## config.mk

```make
export PLATFORM = sky130hd
export DESIGN_NAME = ram_fifo_ctrl
export DESIGN_NICKNAME = d
export VERILOG_FILES = /design/src/rtl/ram_fifo_ctrl.sv
export SDC_FILE = /design/constraint.sdc
export NUM_CORES = 1
export LEC_CHECK = 0
export BUFFER_PORTS_ARGS = -buffer_cell sky130_fd_sc_hd__buf_4
export CAP_MARGIN = 20
export CORE_MARGIN = 2
export CORE_UTILIZATION = 53
export CTS_CLUSTER_SIZE = 12
export DETAILED_ROUTE_END_ITERATION = 10
export GPL_ROUTABILITY_DRIVEN = 0
export PLACE_DENSITY_LB_ADDON = 0.05
export SLEW_MARGIN = 25
export SYNTH_ARGS = -nofsm -noshare
export SYNTH_HDL_FRONTEND = slang
export SYNTH_SLANG_ARGS = --single-unit
```

## constraint.sdc

```tcl
create_clock -name clk -period 6.7 [get_ports clk]
set_clock_uncertainty 0.05 [all_clocks]
set_input_delay 0.67 -clock clk [delete_from_list [all_inputs] [get_ports clk]]
set_output_delay 0.67 -clock clk [all_outputs]
set_load 0.01 [all_outputs]
```

## src/rtl/ram_fifo_ctrl.sv

```systemverilog
// FIFO controller using a single-port 16x8 RAM as storage.
// Arbitrates writes vs read fetches; output register hides read latency.
module ram_fifo_ctrl #(
  parameter int DATA_W = 8,
  parameter int ADDR_W = 4
) (
  input  logic              clk,
  input  logic              rst_n,
  input  logic              wr_valid,
  input  logic [DATA_W-1:0] wr_data,
  output logic              wr_ready,
  output logic              rd_valid,
  output logic [DATA_W-1:0] rd_data,
  input  logic              rd_ready,
  output logic              full,
  output logic [ADDR_W:0]   level,
  output logic              ram_cs,
  output logic              ram_we,
  output logic [ADDR_W-1:0] ram_addr,
  output logic [DATA_W-1:0] ram_din,
  input  logic [DATA_W-1:0] ram_dout
);

  localparam int DEPTH = 2 ** ADDR_W;
  localparam logic [ADDR_W:0] DEPTH_C = (ADDR_W+1)'(DEPTH);

  logic [ADDR_W-1:0] wr_ptr_q, wr_ptr_d;
  logic [ADDR_W-1:0] rd_ptr_q, rd_ptr_d;
  logic [ADDR_W:0]   count_q, count_d;
  logic              fetch_q, fetch_d;
  logic              out_valid_q, out_valid_d;
  logic [DATA_W-1:0] out_data_q, out_data_d;
  logic              prio_q, prio_d;

  logic not_full;
  logic wr_req, rd_req;
  logic gnt_wr, gnt_rd;

  assign not_full = (count_q != DEPTH_C);
  assign wr_req   = wr_valid & not_full;
  assign rd_req   = (count_q != '0) & ~fetch_q
                  & (~out_valid_q | rd_ready);

  // prio=0 favours writes, prio=1 favours reads
  assign gnt_wr = wr_req & (~rd_req | ~prio_q);
  assign gnt_rd = rd_req & (~wr_req | prio_q);

  assign wr_ready = not_full & (~rd_req | ~prio_q);
  assign rd_valid = out_valid_q;
  assign rd_data  = out_data_q;
  assign full     = ~not_full;
  assign level    = count_q;

  assign ram_cs   = gnt_wr | gnt_rd;
  assign ram_we   = gnt_wr;
  assign ram_addr = gnt_wr ? wr_ptr_q : rd_ptr_q;
  assign ram_din  = wr_data;

  always_comb begin
    wr_ptr_d    = wr_ptr_q;
    rd_ptr_d    = rd_ptr_q;
    count_d     = count_q;
    fetch_d     = 1'b0;
    out_valid_d = out_valid_q;
    out_data_d  = out_data_q;
    prio_d      = prio_q;

    if (wr_req & rd_req)
      prio_d = ~prio_q;

    unique case (1'b1)
      gnt_wr: begin
        wr_ptr_d = wr_ptr_q + 1'b1;
        count_d  = count_q + 1'b1;
      end
      gnt_rd: begin
        rd_ptr_d = rd_ptr_q + 1'b1;
        count_d  = count_q - 1'b1;
        fetch_d  = 1'b1;
      end
      default: ;
    endcase

    // A landing fetch wins over a same-edge pop
    if (fetch_q) begin
      out_data_d  = ram_dout;
      out_valid_d = 1'b1;
    end else if (out_valid_q & rd_ready) begin
      out_valid_d = 1'b0;
    end
  end

  always_ff @(posedge clk or negedge rst_n) begin
    if (!rst_n) begin
      wr_ptr_q    <= '0;
      rd_ptr_q    <= '0;
      count_q     <= '0;
      fetch_q     <= 1'b0;
      out_valid_q <= 1'b0;
      out_data_q  <= '0;
      prio_q      <= 1'b0;
    end else begin
      wr_ptr_q    <= wr_ptr_d;
      rd_ptr_q    <= rd_ptr_d;
      count_q     <= count_d;
      fetch_q     <= fetch_d;
      out_valid_q <= out_valid_d;
      out_data_q  <= out_data_d;
      prio_q      <= prio_d;
    end
  end

endmodule

```

# Word-level counts from Yosys, hierarchy flattened
# Cells that the tools add are included.
dict set report word_totals {
  reg_bits 24
  inputBits 20
  output_inout_bits 30
  elab_cells 38
}
dict set report classes {
  n_addsub 4
  n_eq_ne 1
  mux 5
  bitwise 18
  reduce_logical 3
}
# op n
set ops {}
lappend ops {{$pmux W5 S2} 1}
lappend ops {{$add A4 B1 Y4 const B} 2}
lappend ops {{$and A1 B1 Y1} 8}
lappend ops {{$not A1 Y1} 6}
lappend ops {{$add A5 B1 Y5 const B} 1}
lappend ops {{$ne A5 B5 Y1 const B} 1}
lappend ops {{$reduce_bool A5 Y1} 1}
lappend ops {{$sub A5 B1 Y5 const B} 1}
lappend ops {{$mux W4} 1}
lappend ops {{$or A1 B1 Y1} 4}
lappend ops {{$reduce_bool A2 Y1} 2}
lappend ops {{$mux W1} 3}

# Longest topological paths before layout
# Gate-level depths: netlist of run 1.
dict set report logic_depth {
  ltp_word 7
  mapped_depth 11
  ltp_nobuf 9
}

# Least setup slack after synthesis of run 1
# Ideal clock, no wire load.
dict set report synth_timing {
  path_kind {register -> register}
  from {register count_q[3], in the netlist level[3]}
  to {register count_q[4], in the netlist level[4]}
  setup_ps 104
  arrival_ps 2590
  t_required_ps 6546
  path_slack_ps 3956
  stages_incl_launch_ff 11
  n_path_buf 1
  period_less_slack_ps 2744
  path_cell_list {dfrtp_1 > or4_4 > nand2_1 > and2_1 > buf_6 > inv_1 > fa_1 > nand2b_1 > a21o_1 > a32o_1 > a221oi_1}
}
dict set report synth_between {
  elab_chain_len 7
  word_cells_on_any_way 15
  cone_classes {add/sub (2); eq/ne (1); mux (1); bitwise (9); reduce/logical (2)}
}
# element line
set synth_rtl {}
lappend synth_rtl {{start, declared} 29} ;# logic [ADDR_W:0] count_q, count_d;
lappend synth_rtl {{start signal, assigned} 105} ;# count_q <= count_d;
lappend synth_rtl {{$reduce_bool A5 Y1} 41} ;# assign rd_req = (count_q != '0) & ~fetch_q
lappend synth_rtl {{$and A1 B1 Y1} 41}
lappend synth_rtl {{$and A1 B1 Y1} 42} ;# & (~out_valid_q | rd_ready);
lappend synth_rtl {{$not A1 Y1} 45} ;# assign gnt_wr = wr_req & (~rd_req | ~prio_q);
lappend synth_rtl {{$or A1 B1 Y1} 45}
lappend synth_rtl {{$and A1 B1 Y1} 45}
lappend synth_rtl {{$pmux W5 S2 or $reduce_bool A2 Y1 (tied branches)} n/a}
# Parallel ways exist; a longest one is shown, timed or not.
# A chain may end at the register's enable or synchronous reset.

# Worst setup path after layout of run 1
# Same ends and word-level chain as after synthesis.

==> flow_summary.ini, run 1 <==
[logic_synthesis]
synth_cells = 120
synth.area.top_cells = dfrtp_1 (43%), mux2_2 (6.5%), mux2_4 (6.5%), buf_4 (4.9%), ha_1 (4.5%)
yosys.area.top_type = dfrtp_1
synth_seq_cells = 24
netlist.area_leader.share = 0.4332
ys_seq_area_frac = 0.4332
synth_area_per_cell_um2 = 11.55
synth_area_mm2 = 0.001386
synthFlopType = dfrtp_1
async_flop_share = 1.000
synth_fp_nets = 146
synthDistinctLibCells = 32
synth-edff-count = 0
yosys_warnings = 0

[place]
place_ws_ps = 3616
io_buffers = 33
dp_hpwl_um = 2036

[drt]
viasPerCell = 5.659
antenna_left = 0
vias = 996
dr.pass1.iters = 4
wl_um = 2621
drtIter0Drc = 19
drcViolationCount = 0
wl_per_cell_um = 14.89

[grt]
grt_usage = 0.1848
grt_max_degree = 25
grt_pass1_vias = 841
antenna_found_initial = 0
grt_pass1_wl_um = 3864
grt_remaining_overflow = 0

[power_and_ir_drop]
p_switching_mw = 0.3680
pwr-share-seq = 0.324
clockPowerShare = 0.108
p_int_mw = 0.5835
total_leakage_power_nw = 0.7759
power.density_mw_per_mm2 = 579.6
ir_drop_v = 0.0003306
combinationalPowerShare = 0.568
sw_frac_of_total = 0.3868

[cells_and_area]
final_layout_size_suffix_gt1_frac = 0.3904
nFillCells = 205
syn_to_final_growth_pct = 18.41
nNetsFinal = 173
regArea_um2 = 600.6
n_antenna_cell = 0
multi_input_area_um2 = 665.6

[clock_tree]
cts_tree = done
cts_setup_buffers = 0
clock_latency_ps = 310
h-tree-depth = 1
cts_hold_buf = 0
clock-root-buffer = clkbuf_4
cts_sinks = 24
cts_resized = 0
clockBufferDepth = 2
cts_buffers = 3
cts.clk_slew.worst_paths_ps = 130

[critical_path]
path_cells = or4_4 -> nand2_1 -> and2_1 -> inv_1 -> fa_1 -> nand2b_1 -> a21o_1 -> a32o_1 -> a221oi_1
r2r-end = level[4]
cpMaxStageDelayCell = or4_4
start_kind = register
worst-path-buf-inv = 1
critPathKind = register to register
cp_max_fo = 7
crit_path_max_incr_delay_ps = 600
required_ps = 6870
crit_family = simple AND/OR/NAND/NOR gates
reg2reg_depth = 9
crit_arrival_ps = 3180
timing.rr.start = level[3]
rrSetupSlack_ps = 3690
end_kind = register

[sta]
rsz0062_at_grt = no
fin_crit_sh = 0.4485
fin_tns_setup_ps = 0
min_period_ps = 3005
setup_viol = 0
fmax_mhz = 332.8
maxSlewViolCount = 0
layout_setup_ws_ps = 3695
maxSlewHeadroom = 0.6624
hold_viol_final = 0
tightest_slew_ps = 504.5

[floorplan]
io_pins = 50
fp.dieH_um = 55.15
core_area_mm2 = 0.002477
die_w_um = 55.15
row_count = 18
initial_core_util = 0.5596
dieArea_mm2 = 0.003041

[hold_path]
min_path_type = input port to asynchronous set/reset pin

[status]
outcome = finished, final reports clean

[run]
maxCapViolCount = 0
==> power by group through the flow <==
| stage | clock network [mW] | logic [mW] | registers [mW] |
|---|---|---|---|
| 6_report | 0.103 | 0.540 | 0.309 |
| 5_1_grt | 0.112 | 0.592 | 0.323 |
| 3_3_place_gp | 0 | 0.532 | 0.308 |
| 4_1_cts | 0.105 | 0.546 | 0.310 |
| 2_1_floorplan | 0 | 0.372 | 0.308 |
| 3_5_place_dp | 0 | 0.542 | 0.312 |
==> cells in the mapped netlist, types with 4 or more instances <==
| cell type | count |
|---|---|
| mux2_4 | 6 |
| xnor2_1 | 7 |
| a221oi_1 | 4 |
| mux2_2 | 8 |
| ha_1 | 5 |
| nor2_1 | 5 |
| nand3_1 | 4 |
| a211oi_1 | 4 |
| dfrtp_1 | 24 |
| inv_1 | 10 |
| o21ai_0 | 5 |
| buf_4 | 9 |
==> metrics by stage <==
step	cell area, um^2	hold slack (ps)	power [mW]	util	instances
6_report	1642	173.1	0.9515	0.6626	176
5_1_grt	1642	178.3	1.027	0.6626	176
4_1_cts	1642	177.6	0.9616	0.6626	176
3_5_place_dp	1589	422.8	0.8542	0.6414	172
3_3_place_gp	1589	410.6	0.8392	0.6414	172
2_1_floorplan	1386	324.4	0.6800	-	120
==> cell type report <==
cell class / instances / share of cell area
multi-input cells: 75 / 0.4055
clock inverters: 1 / 0.01829
repair buffers: 33 / 0.1509
inverters: 10 / 0.02287
clock buffers: 3 / 0.01372
well taps: 30 / 0.02287
flip-flops and latches: 24 / 0.3659
==> flip-flops by register name (all words and copies together), names as in the netlist <==
| register | count |
|---|---|
| prio_q | 1 |
| wr_ptr_q | 4 |
| rd_valid | 1 |
| fetch_q | 1 |
| rd_data | 8 |
| level | 5 |
| rd_ptr_q | 4 |
==> metal layers <==
layer,up-vias,global-route usage,share of wire
met5,-,0,0
met4,0,0.06504,0.0061
met3,2,0.05376,0.075
met2,43,0.2837,0.49
met1,482,0.2491,0.43
li1,469,-,-
==> kinds of logic (layout without fill, tap and decap cells) <==
family	count (synthesis)	count (layout)	share of synthesized area
and+or+nand+nor	26	26	0.1291
muxes	14	14	0.1300
buffers and inverters	21	47	0.08664
xor gates and xnor gates	10	10	0.06318
adders and majority gates	6	6	0.05957
DFF	24	24	0.4332
AOI/OAI and AO/OA	19	19	0.09837
==> worst max path at each step <==
stage	from	end	cells past startpoint
6_report	level[3]	level[4]	9
2_1_floorplan	level[3]	level[4]	10
4_1_cts	level[3]	level[4]	9
3_5_place_dp	rd_ready	level[4]	10
5_1_grt	level[3]	level[4]	9
3_3_place_gp	rd_ready	level[4]	10
==> cell usage in the layout, fill, tap and decap left out, types with 4 or more instances in the layout <==
| cell type | n |
|---|---|
| o21ai_0 | 5 |
| ha_1 | 5 |
| nor2_1 | 5 |
| xnor2_1 | 7 |
| a221oi_1 | 4 |
| a211oi_1 | 4 |
| nand3_1 | 4 |
| inv_1 | 10 |
| mux2_2 | 8 |
| buf_4 | 33 |
| mux2_4 | 6 |
| dfrtp_1 | 24 |
(Power assumes the default switching activity.)
==> inputs of run 2 (changes only) <==
--- a/config.mk
+++ b/config.mk
@@ -8,7 +8,7 @@
 export BUFFER_PORTS_ARGS = -buffer_cell sky130_fd_sc_hd__buf_4
 export CAP_MARGIN = 20
 export CORE_MARGIN = 2
-export CORE_UTILIZATION = 53
+export CORE_UTILIZATION = 44
 export CTS_CLUSTER_SIZE = 12
 export DETAILED_ROUTE_END_ITERATION = 10
 export GPL_ROUTABILITY_DRIVEN = 0
==> constraint.sdc (replaced) <==
create_clock -name clk -period 2.43 [get_ports clk]
set_clock_uncertainty 0.05 [all_clocks]
set_input_delay 0.243 -clock clk [delete_from_list [all_inputs] [get_ports clk]]
set_output_delay 0.243 -clock clk [all_outputs]
set_load 0.01 [all_outputs]
==> run 2 against run 1 <==
The flow now finishes with violations (negative setup slack). Clock power grew to 2.8 times the previous value. Worst setup slack lost 3800 ps. Register-to-register slack lost 3800 ps. Critical path depth is the same. Sequential share of layout area shrank 4.1 points.
==> flow_summary.ini, run 2 (synthesis results as in run 1) <==
[status]
outcome = complete, but fails checks
failed_checks = negative setup slack

[drt]
dr.pass1.iters = 4
wl_um = 2948
antenna_left = 0
wl_per_cell_um = 13.97
drtIter0Drc = 42
viasPerCell = 4.967
vias = 1048
drcViolationCount = 0

[cells_and_area]
stdcell_count = 211
design_area_mm2 = 0.001858
final_common_cell = buf_4
nNetsFinal = 194
final_layout_size_suffix_gt1_frac = 0.5269
n_antenna_cell = 0
syn_to_final_growth_pct = 34.03
largest_register_ffs = 8
nFillCells = 251
layout_common_cells = buf_4 (53), dfrtp_1 (22), inv_1 (9), mux2_2 (8), xnor2_1 (7)

[grt]
grtUsageMet3 = 0.03247
grt_remaining_overflow = 0
grt_max_degree = 25
busiest_layer = met2
grt_usage = 0.1749
grt_pass1_wl_um = 4678
grt_pass1_vias = 1064
grtUsageMet1 = 0.2365
grt_use_met2 = 0.2686
antenna_found_initial = 0

[sta]
maxSlewViolCount = 0
tightest_slew_ps = 580.0
setup_viol = 5
layout_setup_ws_ps = -123.4
min_period_ps = 2553
hold_viol_final = 0
fin_crit_sh = 1.051
rsz0062_at_grt = yes
fin_tns_setup_ps = -320.3
fmax_mhz = 391.6
maxSlewHeadroom = 0.6119

[floorplan]
row_count = 20
io_pins = 50
dieArea_mm2 = 0.003616
core_area_mm2 = 0.003028
die_w_um = 60.13
initial_core_util = 0.4579
fp.dieH_um = 60.13

[place]
placed_area_mm2 = 0.001752
io_buffers = 33
placed_cells = 203
place_ws_ps = -130.6
dp_hpwl_um = 2216

[clock_tree]
cts.clk_slew.worst_paths_ps = 130
clock-root-buffer = clkbuf_4
cts_buffers = 3
cts_sinks = 24
clock_latency_ps = 310
h-tree-depth = 1
clockBufferDepth = 2
cts_tree = done

[power_and_ir_drop]
power.density_mw_per_mm2 = 1621
total_leakage_power_nw = 0.8863
ir_drop_v = 0.0007609

[critical_path]
end_kind = register
critPathKind = register to register
crit_arrival_ps = 2740
cp_max_fo = 4
start_kind = register
required_ps = 2610

[hold_path]
min_path_type = input port to register

[run]
maxCapViolCount = 0
==> run 2: cell count changes in the layout (fill, tap and decap cells not counted), moves of 2 or more <==
cell | previous run | this run
a221oi_1 | 4 | 2
a221oi_2 | 0 | 2
buf_4 | 33 | 53
dfrtp_1 | 24 | 22
dfrtp_2 | 0 | 2
==> run 2: layer usage <==
layer	share of wire	up-vias	routed length, um
li1	-	509	-
met1	0.46	490	1365
met2	0.46	41	1364
met3	0.061	8	179
met4	0.013	0	39
met5	0	-	0
==> run 2: final cells by class <==
cell class	count	area, um^2	area share
multi-input combinational	75	701.9	0.3778
sequential	24	603.1	0.3246
timing repair buffer	54	407.9	0.2195
tap	44	55.05	0.02963
inverter	10	37.54	0.02020
clock inverter	1	30.03	0.01616
clock buffer	3	22.52	0.01212
==> run 2: power breakdown <==
part           switching, mW  internal, mW
combinational          0.857          1.09
clock                  0.123         0.167
sequential             0.158         0.621
==> run 2: final timing paths <==
path | startpoint | endpoint | slack, ps | depth (start not counted)
worst max-delay path | level[1] | level[4] | -120 | 9
worst min-delay path | ram_dout[2] | rd_data[2] | 100 | 2
worst max register to register | level[1] | level[4] | -120 | 9
worst min register to register | rd_ptr_q[3] | rd_ptr_q[3] | 450 | 1
max in group asynchronous | rst_n | level[3] | 1780 | 2
min in group asynchronous | rst_n | level[4] | 290 | 2
==> run 2: worst max-delay path: stages (launching register included) <==
cell and delay, ps:
dfrtp_2 430, or4_4 540, nand2_2 90, and2_4 170
inv_2 40, fa_2 340, nand2b_4 150, a21o_1 190
a32o_1 220, a221oi_2 250
==> run 2: what timing repair did <==
action / in CTS / in global routing
pin swaps: 1 / 1
endpoints found under the hold margin: 24 / 0
setup buffers: 1 / 2
hold buffers: 1 / 0
setup endpoints to repair: 6 / 7
resized for setup: 3 / 2
==> run 2: per-stage QoR <==
stage | total power, mW | util | hold slack [ps]
5_1_grt | 3.247 | 0.6136 | 73.94
4_1_cts | 2.991 | 0.6058 | 83.98
6_report | 3.012 | 0.6136 | 97.86
3_5_place_dp | 2.634 | 0.5785 | 110.9
2_1_floorplan | 1.922 | - | -102.6
3_3_place_gp | 2.583 | 0.5785 | 110.3
